==> src/rtl/clk_div_prog_if.sv <==
// rtl/clk_div_prog_if.sv - control and status bundle for the programmable clock divider
interface clk_div_prog_if #(
    parameter int WIDTH = 8
);
    logic             en;
    logic [WIDTH-1:0] n_in;
    logic             mode_in;
    logic             n_load;
    logic             clk_out;
    logic             tick;
    logic [WIDTH-1:0] clk_count;
    logic [WIDTH-1:0] n_active;
    logic             load_pending;
    logic             cfg_err;

    modport master (
        output en, n_in, mode_in, n_load,
        input  clk_out, tick, clk_count, n_active, load_pending, cfg_err
    );

    modport slave (
        input  en, n_in, mode_in, n_load,
        output clk_out, tick, clk_count, n_active, load_pending, cfg_err
    );
endinterface

==> src/rtl/clk_div_prog.sv <==
// rtl/clk_div_prog.sv - programmable integer clock divider, pulse or 50% duty output
module clk_div_prog #(
    parameter int               WIDTH     = 8,
    parameter logic [WIDTH-1:0] DEFAULT_N = WIDTH'(4)
) (
    input  logic           ref_clk,
    input  logic           reset,
    clk_div_prog_if.slave  bus
);

    logic [WIDTH-1:0] clk_count;
    logic [WIDTH-1:0] n_active;
    logic [WIDTH-1:0] n_pend;
    logic             mode_active;
    logic             mode_pend;
    logic             load_pending;
    logic             cfg_err;
    logic             tick_q;
    logic             p_hi;
    logic             n_hi;
    logic             en_q;

    logic             terminal;
    logic             apply;
    logic             load_ok;
    logic             load_bad;
    logic [WIDTH-1:0] n_next;
    logic             mode_next;
    logic [WIDTH-1:0] cnt_next;
    logic [WIDTH-1:0] hi_thresh;
    logic             p_hi_next;
    logic             clk_out_c;

    assign terminal = (clk_count == '0);
    assign apply    = bus.en && terminal;
    assign load_ok  = bus.n_load && (bus.n_in != '0);
    assign load_bad = bus.n_load && (bus.n_in == '0);

    // Ratio and mode only change on a terminal edge; a same-edge load beats an older pending one.
    always_comb begin
        n_next    = n_active;
        mode_next = mode_active;
        if (apply) begin
            if (load_ok) begin
                n_next    = bus.n_in;
                mode_next = bus.mode_in;
            end else if (load_pending) begin
                n_next    = n_pend;
                mode_next = mode_pend;
            end
        end
    end

    always_comb begin
        cnt_next = clk_count - WIDTH'(1);
        if (!bus.en) begin
            cnt_next = '0;
        end else if (terminal) begin
            cnt_next = n_next - WIDTH'(1);
        end
    end

    // High for the first floor(N/2) cycles: counts N-1 down to N-floor(N/2).
    assign hi_thresh = n_next - (n_next >> 1);
    assign p_hi_next = bus.en && (cnt_next >= hi_thresh);

    always_ff @(posedge ref_clk or posedge reset) begin
        if (reset) begin
            clk_count    <= '0;
            n_active     <= DEFAULT_N;
            mode_active  <= 1'b0;
            n_pend       <= '0;
            mode_pend    <= 1'b0;
            load_pending <= 1'b0;
            cfg_err      <= 1'b0;
            tick_q       <= 1'b0;
            p_hi         <= 1'b0;
        end else begin
            clk_count   <= cnt_next;
            n_active    <= n_next;
            mode_active <= mode_next;
            tick_q      <= apply;
            p_hi        <= p_hi_next;
            if (apply) begin
                load_pending <= 1'b0;
            end
            if (load_ok && !apply) begin
                n_pend       <= bus.n_in;
                mode_pend    <= bus.mode_in;
                load_pending <= 1'b1;
            end
            if (load_ok) begin
                cfg_err <= 1'b0;
            end else if (load_bad) begin
                cfg_err <= 1'b1;
            end
        end
    end

    // Falling-edge copies: half-cycle extension for odd 50% ratios, and gating for N=1.
    always_ff @(negedge ref_clk or posedge reset) begin
        if (reset) begin
            n_hi <= 1'b0;
            en_q <= 1'b0;
        end else begin
            n_hi <= p_hi;
            en_q <= bus.en;
        end
    end

    always_comb begin
        clk_out_c = tick_q;
        if (n_active == WIDTH'(1)) begin
            clk_out_c = ref_clk & en_q;
        end else if (mode_active) begin
            clk_out_c = n_active[0] ? (p_hi | n_hi) : p_hi;
        end
    end

    assign bus.clk_out      = clk_out_c;
    assign bus.tick         = tick_q;
    assign bus.clk_count    = clk_count;
    assign bus.n_active     = n_active;
    assign bus.load_pending = load_pending;
    assign bus.cfg_err      = cfg_err;

endmodule

==> src/flat_wrapper.sv <==
// flat-port wrapper written by rule: the top's interface ports become plain ports
module clk_div_prog_flat 
#(
    parameter int               WIDTH     = 8,
    parameter logic [WIDTH-1:0] DEFAULT_N = WIDTH'(4)
)
  (ref_clk, reset, bus_en, bus_n_in, bus_mode_in, bus_n_load, bus_clk_out, bus_tick, bus_clk_count, bus_n_active, bus_load_pending, bus_cfg_err);
  clk_div_prog_if #(.WIDTH(WIDTH)) bus_i ();
  input  logic ref_clk;
  input  logic reset;
  input wire logic [$bits(bus_i.en)-1:0] bus_en;
  input wire logic [$bits(bus_i.n_in)-1:0] bus_n_in;
  input wire logic [$bits(bus_i.mode_in)-1:0] bus_mode_in;
  input wire logic [$bits(bus_i.n_load)-1:0] bus_n_load;
  output wire logic [$bits(bus_i.clk_out)-1:0] bus_clk_out;
  output wire logic [$bits(bus_i.tick)-1:0] bus_tick;
  output wire logic [$bits(bus_i.clk_count)-1:0] bus_clk_count;
  output wire logic [$bits(bus_i.n_active)-1:0] bus_n_active;
  output wire logic [$bits(bus_i.load_pending)-1:0] bus_load_pending;
  output wire logic [$bits(bus_i.cfg_err)-1:0] bus_cfg_err;
  assign bus_i.en = bus_en;
  assign bus_i.n_in = bus_n_in;
  assign bus_i.mode_in = bus_mode_in;
  assign bus_i.n_load = bus_n_load;
  assign bus_clk_out = bus_i.clk_out;
  assign bus_tick = bus_i.tick;
  assign bus_clk_count = bus_i.clk_count;
  assign bus_n_active = bus_i.n_active;
  assign bus_load_pending = bus_i.load_pending;
  assign bus_cfg_err = bus_i.cfg_err;
  clk_div_prog #(.WIDTH(WIDTH), .DEFAULT_N(DEFAULT_N)) u_core (.ref_clk(ref_clk), .reset(reset), .bus(bus_i));
endmodule
==> config.mk <==
export PLATFORM = sky130hd
export DESIGN_NAME = clk_div_prog_flat
export DESIGN_NICKNAME = d
export VERILOG_FILES = /design/src/rtl/clk_div_prog_if.sv /design/src/rtl/clk_div_prog.sv /design/src/flat_wrapper.sv
export SDC_FILE = /design/constraint.sdc
export NUM_CORES = 1
export LEC_CHECK = 0
export ABC_AREA = 1
export BUFFER_PORTS_ARGS = -buffer_cell sky130_fd_sc_hd__buf_2
export CORE_MARGIN = 1.5
export CORE_UTILIZATION = 55
export DETAILED_ROUTE_END_ITERATION = 10
export MAX_ROUTING_LAYER = met4
export PLACE_DENSITY = 0.79
export SETUP_SLACK_MARGIN = 0.4
export SYNTH_ARGS = -nofsm -noshare
export SYNTH_HDL_FRONTEND = slang
export SYNTH_SLANG_ARGS = --single-unit
==> constraint.sdc <==
create_clock -name ref_clk -period 8.15 [get_ports ref_clk]
set_clock_uncertainty 0.1 [all_clocks]
set_input_delay 0.4075 -clock ref_clk [delete_from_list [all_inputs] [get_ports ref_clk]]
set_output_delay 0.4075 -clock ref_clk [all_outputs]
set_load 0.1 [all_outputs]
==> results.md <==
* CP max FO at 1
* Die height at 68.0 microns
* EDFF count, synth at 0
* Cells on worst reg2reg path at 0
* Largest family of logic cells by synthesized area: simple AND/OR/NAND/NOR gates
* Syn Area/Cell at about 7.3 sq um
* Syn nets at 348
* Synth Area in Adders at between 8 and 9%
* Global-route wire length before repair at 8.98 mm
* Worst Setup Path Type: reg -> out
* Largest net degree at the start of global routing at 33
* Max Slew Vio Count at 0
* Top_reg_cell synth: dfrtp_1
* Crit path DAT at 5.51 ns
* CORE AREA at 0.00403 sq mm
* Fill count at 363
* DR DRC count at 0
* Drt pass-1 iters at 4
* Initial Util at 57.6%
* Compound-Gate Fraction of Synth Area at 10.6%
* #FFs+latches synth at 32
* Layout Area Growth over Synthesis at 15.6%
* Syn Std Cell Area at 0.00232 sq mm
* RSZ-0062 raised after global routing: false
* Synthesized-area fraction occupied by and/or/nand/nor cells at 34.1%
* Vias in the first global route at between 2000 and 2500
* Worst setup SP type: flop
* Seq/Total Area, Yosys at 34.5%
* Hold Crit Class: in -> reg
* Layout cell share with drive strength beyond 1 at 21.6%
* Final hold vios at 0
* Synth warn at 0
* Worst-skew pair later-pin latency at 0.40 ns
* Vias per Instance at 5.22
* Worst Setup End Kind: output port
* Post-synthesis mux area share at 0.970%
* Post-CTS Setup Inserts at 0
* Cells after Synth at between 300 and 400
* CTS tree: done
* Setup TNS Final at 0 ns
* Post-synthesis async set-or-reset flop share at 100%
* Fin nets at 388
* # port buffers at 32
* Final HPWL DP at 4.14 mm
* GP Congestion at around 0.93
* DR iter-0 viols at between 150 and 200
* Vias post-DR at 2145
* Antenna violations before repair at 0
* Setup Viol. Count Final at 0
* Max Cap Viol at 0
* Status: completed
* Total grt overflow at 0
* N_diodes at 0
* ANT nets after route at 0
* Yosys cell types at 38
* Area of the die at 0.00462 sq mm
* Site row count at 23
* Avg WL per Cell at 13.1 microns
* IO Pins at 33
* Total track usage at between 20% and 30%
* CP Data Required Time at 7.64 ns
* Die W at 68.0 microns
* Slew @ Worst Pin at 0.579 ns
* Clock-pin transition on the worst setup and hold timing paths at 0.07 ns
* Hold Path Depth at 3
* Rel. slew slack at 61.4%
* XOR/XNOR Fraction of Synth Area at 1.13%
* Total Wirelength at 5.38 mm
[layer usage]
layer	vias to the layer above	track usage, %	wire, microns
met3	8	6.91	293
met2	60	44.7	2540
li1	1099	-	-
met1	978	33.1	2480
met4	0	9.50	69
met5	-	-	0
[per-stage QoR]
step	hold WS (ns)	utilization, %	worst slack (ns)	area (sq um)	cells
floorplan	0.334	-	1.60	2320	320
detailed placement	0.365	62.6	2.60	2520	399
finish	0.172	66.6	2.13	2680	411
global route	0.178	66.6	2.07	2680	411
CTS	0.169	66.6	2.11	2680	411
global placement	0.349	62.6	2.60	2520	399
[flip-flops by register name, indices dropped and copies added, names as in the netlist]
name and cells:
u_core.bus.tick 1, u_core.bus.n_active 8, u_core.mode_pend 1, u_core.n_pend 8, u_core.en_q 1, u_core.bus.cfg_err 1, u_core.n_hi 1, u_core.p_hi 1
u_core.bus.load_pending 1, u_core.mode_active 1, u_core.bus.clk_count 8
[final cells by class]
cell class / count / area (sq um) / share of cell area, %
Multi-Input combinational cell: 228 / 1270 / 47.5
Sequential cell: 32 / 802 / 29.9
Inverter: 56 / 215 / 8.02
Timing Repair Buffer: 33 / 173 / 6.43
Clock buffer: 9 / 115 / 4.29
Tap cell: 50 / 62.6 / 2.33
Clock inverter: 3 / 42.5 / 1.59
[synthesized netlist by cell type, types with 4 or more instances]
library cell	number	area, sq um
nor2_1	17	63.8
o21ai_0	17	85.1
nand2_2	6	37.5
a21oi_1	11	55.1
inv_1	53	199
nand3_1	28	140
nor3_1	4	20.0
nand2_1	91	342
ha_1	15	188
or2_2	4	25.0
nor2_2	4	25.0
dfrtp_1	29	726
[worst max-delay path, stage by stage, from the launching register on]
cell     delay (ns)
dfrtn_1        0.38
nand2_1        0.05
o22ai_1        0.14
buf_2          0.44
[cells in the final DEF (no fill, tap or decap), drive strengths merged, types with 8 or more instances in the layout]
| cell type | n |
|---|---|
| o21ai | 19 |
| inv | 55 |
| ha | 15 |
| dfrtp | 29 |
| nand2 | 100 |
| a21oi | 12 |
| clkbuf | 8 |
| buf | 33 |
| nand3 | 32 |
| nor2 | 23 |
[final timing paths]
check / from / endpoint / slack, ns
max reg2reg: u_core.p_hi$_DFF_PP0_ / u_core.n_hi$_DFF_NP0_ / 3.46
max: u_core.en_q$_DFF_NP0_ / bus_clk_out / 2.13
min reg2reg: u_core.n_pend[6]$_DFFE_PP0P_ / u_core.n_pend[6]$_DFFE_PP0P_ / 0.38
max in group asynchronous: reset / u_core.n_hi$_DFF_NP0_ / 3.12
min: bus_n_in[4] / u_core.n_pend[4]$_DFFE_PP0P_ / 0.17
min in group asynchronous: reset / u_core.bus.clk_count[4]$_DFF_PP0_ / 0.56
[what timing repair did]
| action | 4_1_cts | 5_1_grt |
|---|---|---|
| resized for setup | 0 | 0 |
| hold buffers | 1 | 0 |
| hold endpoints to repair | 4 | 0 |
[logic make-up (layout without fill, tap and decap cells)]
logic type | after synthesis | in the layout
AOI/OAI and AO/OA | 41 | 41
buffers and inverters | 60 | 101
DFF | 32 | 32
and+or+nand+nor | 167 | 167
muxes | 2 | 2
xor gates and xnor gates | 3 | 3
adders and majority gates | 15 | 15
Power is not shown: default switching activity piles up to over one toggle a cycle in this logic, so the estimate is an artifact.
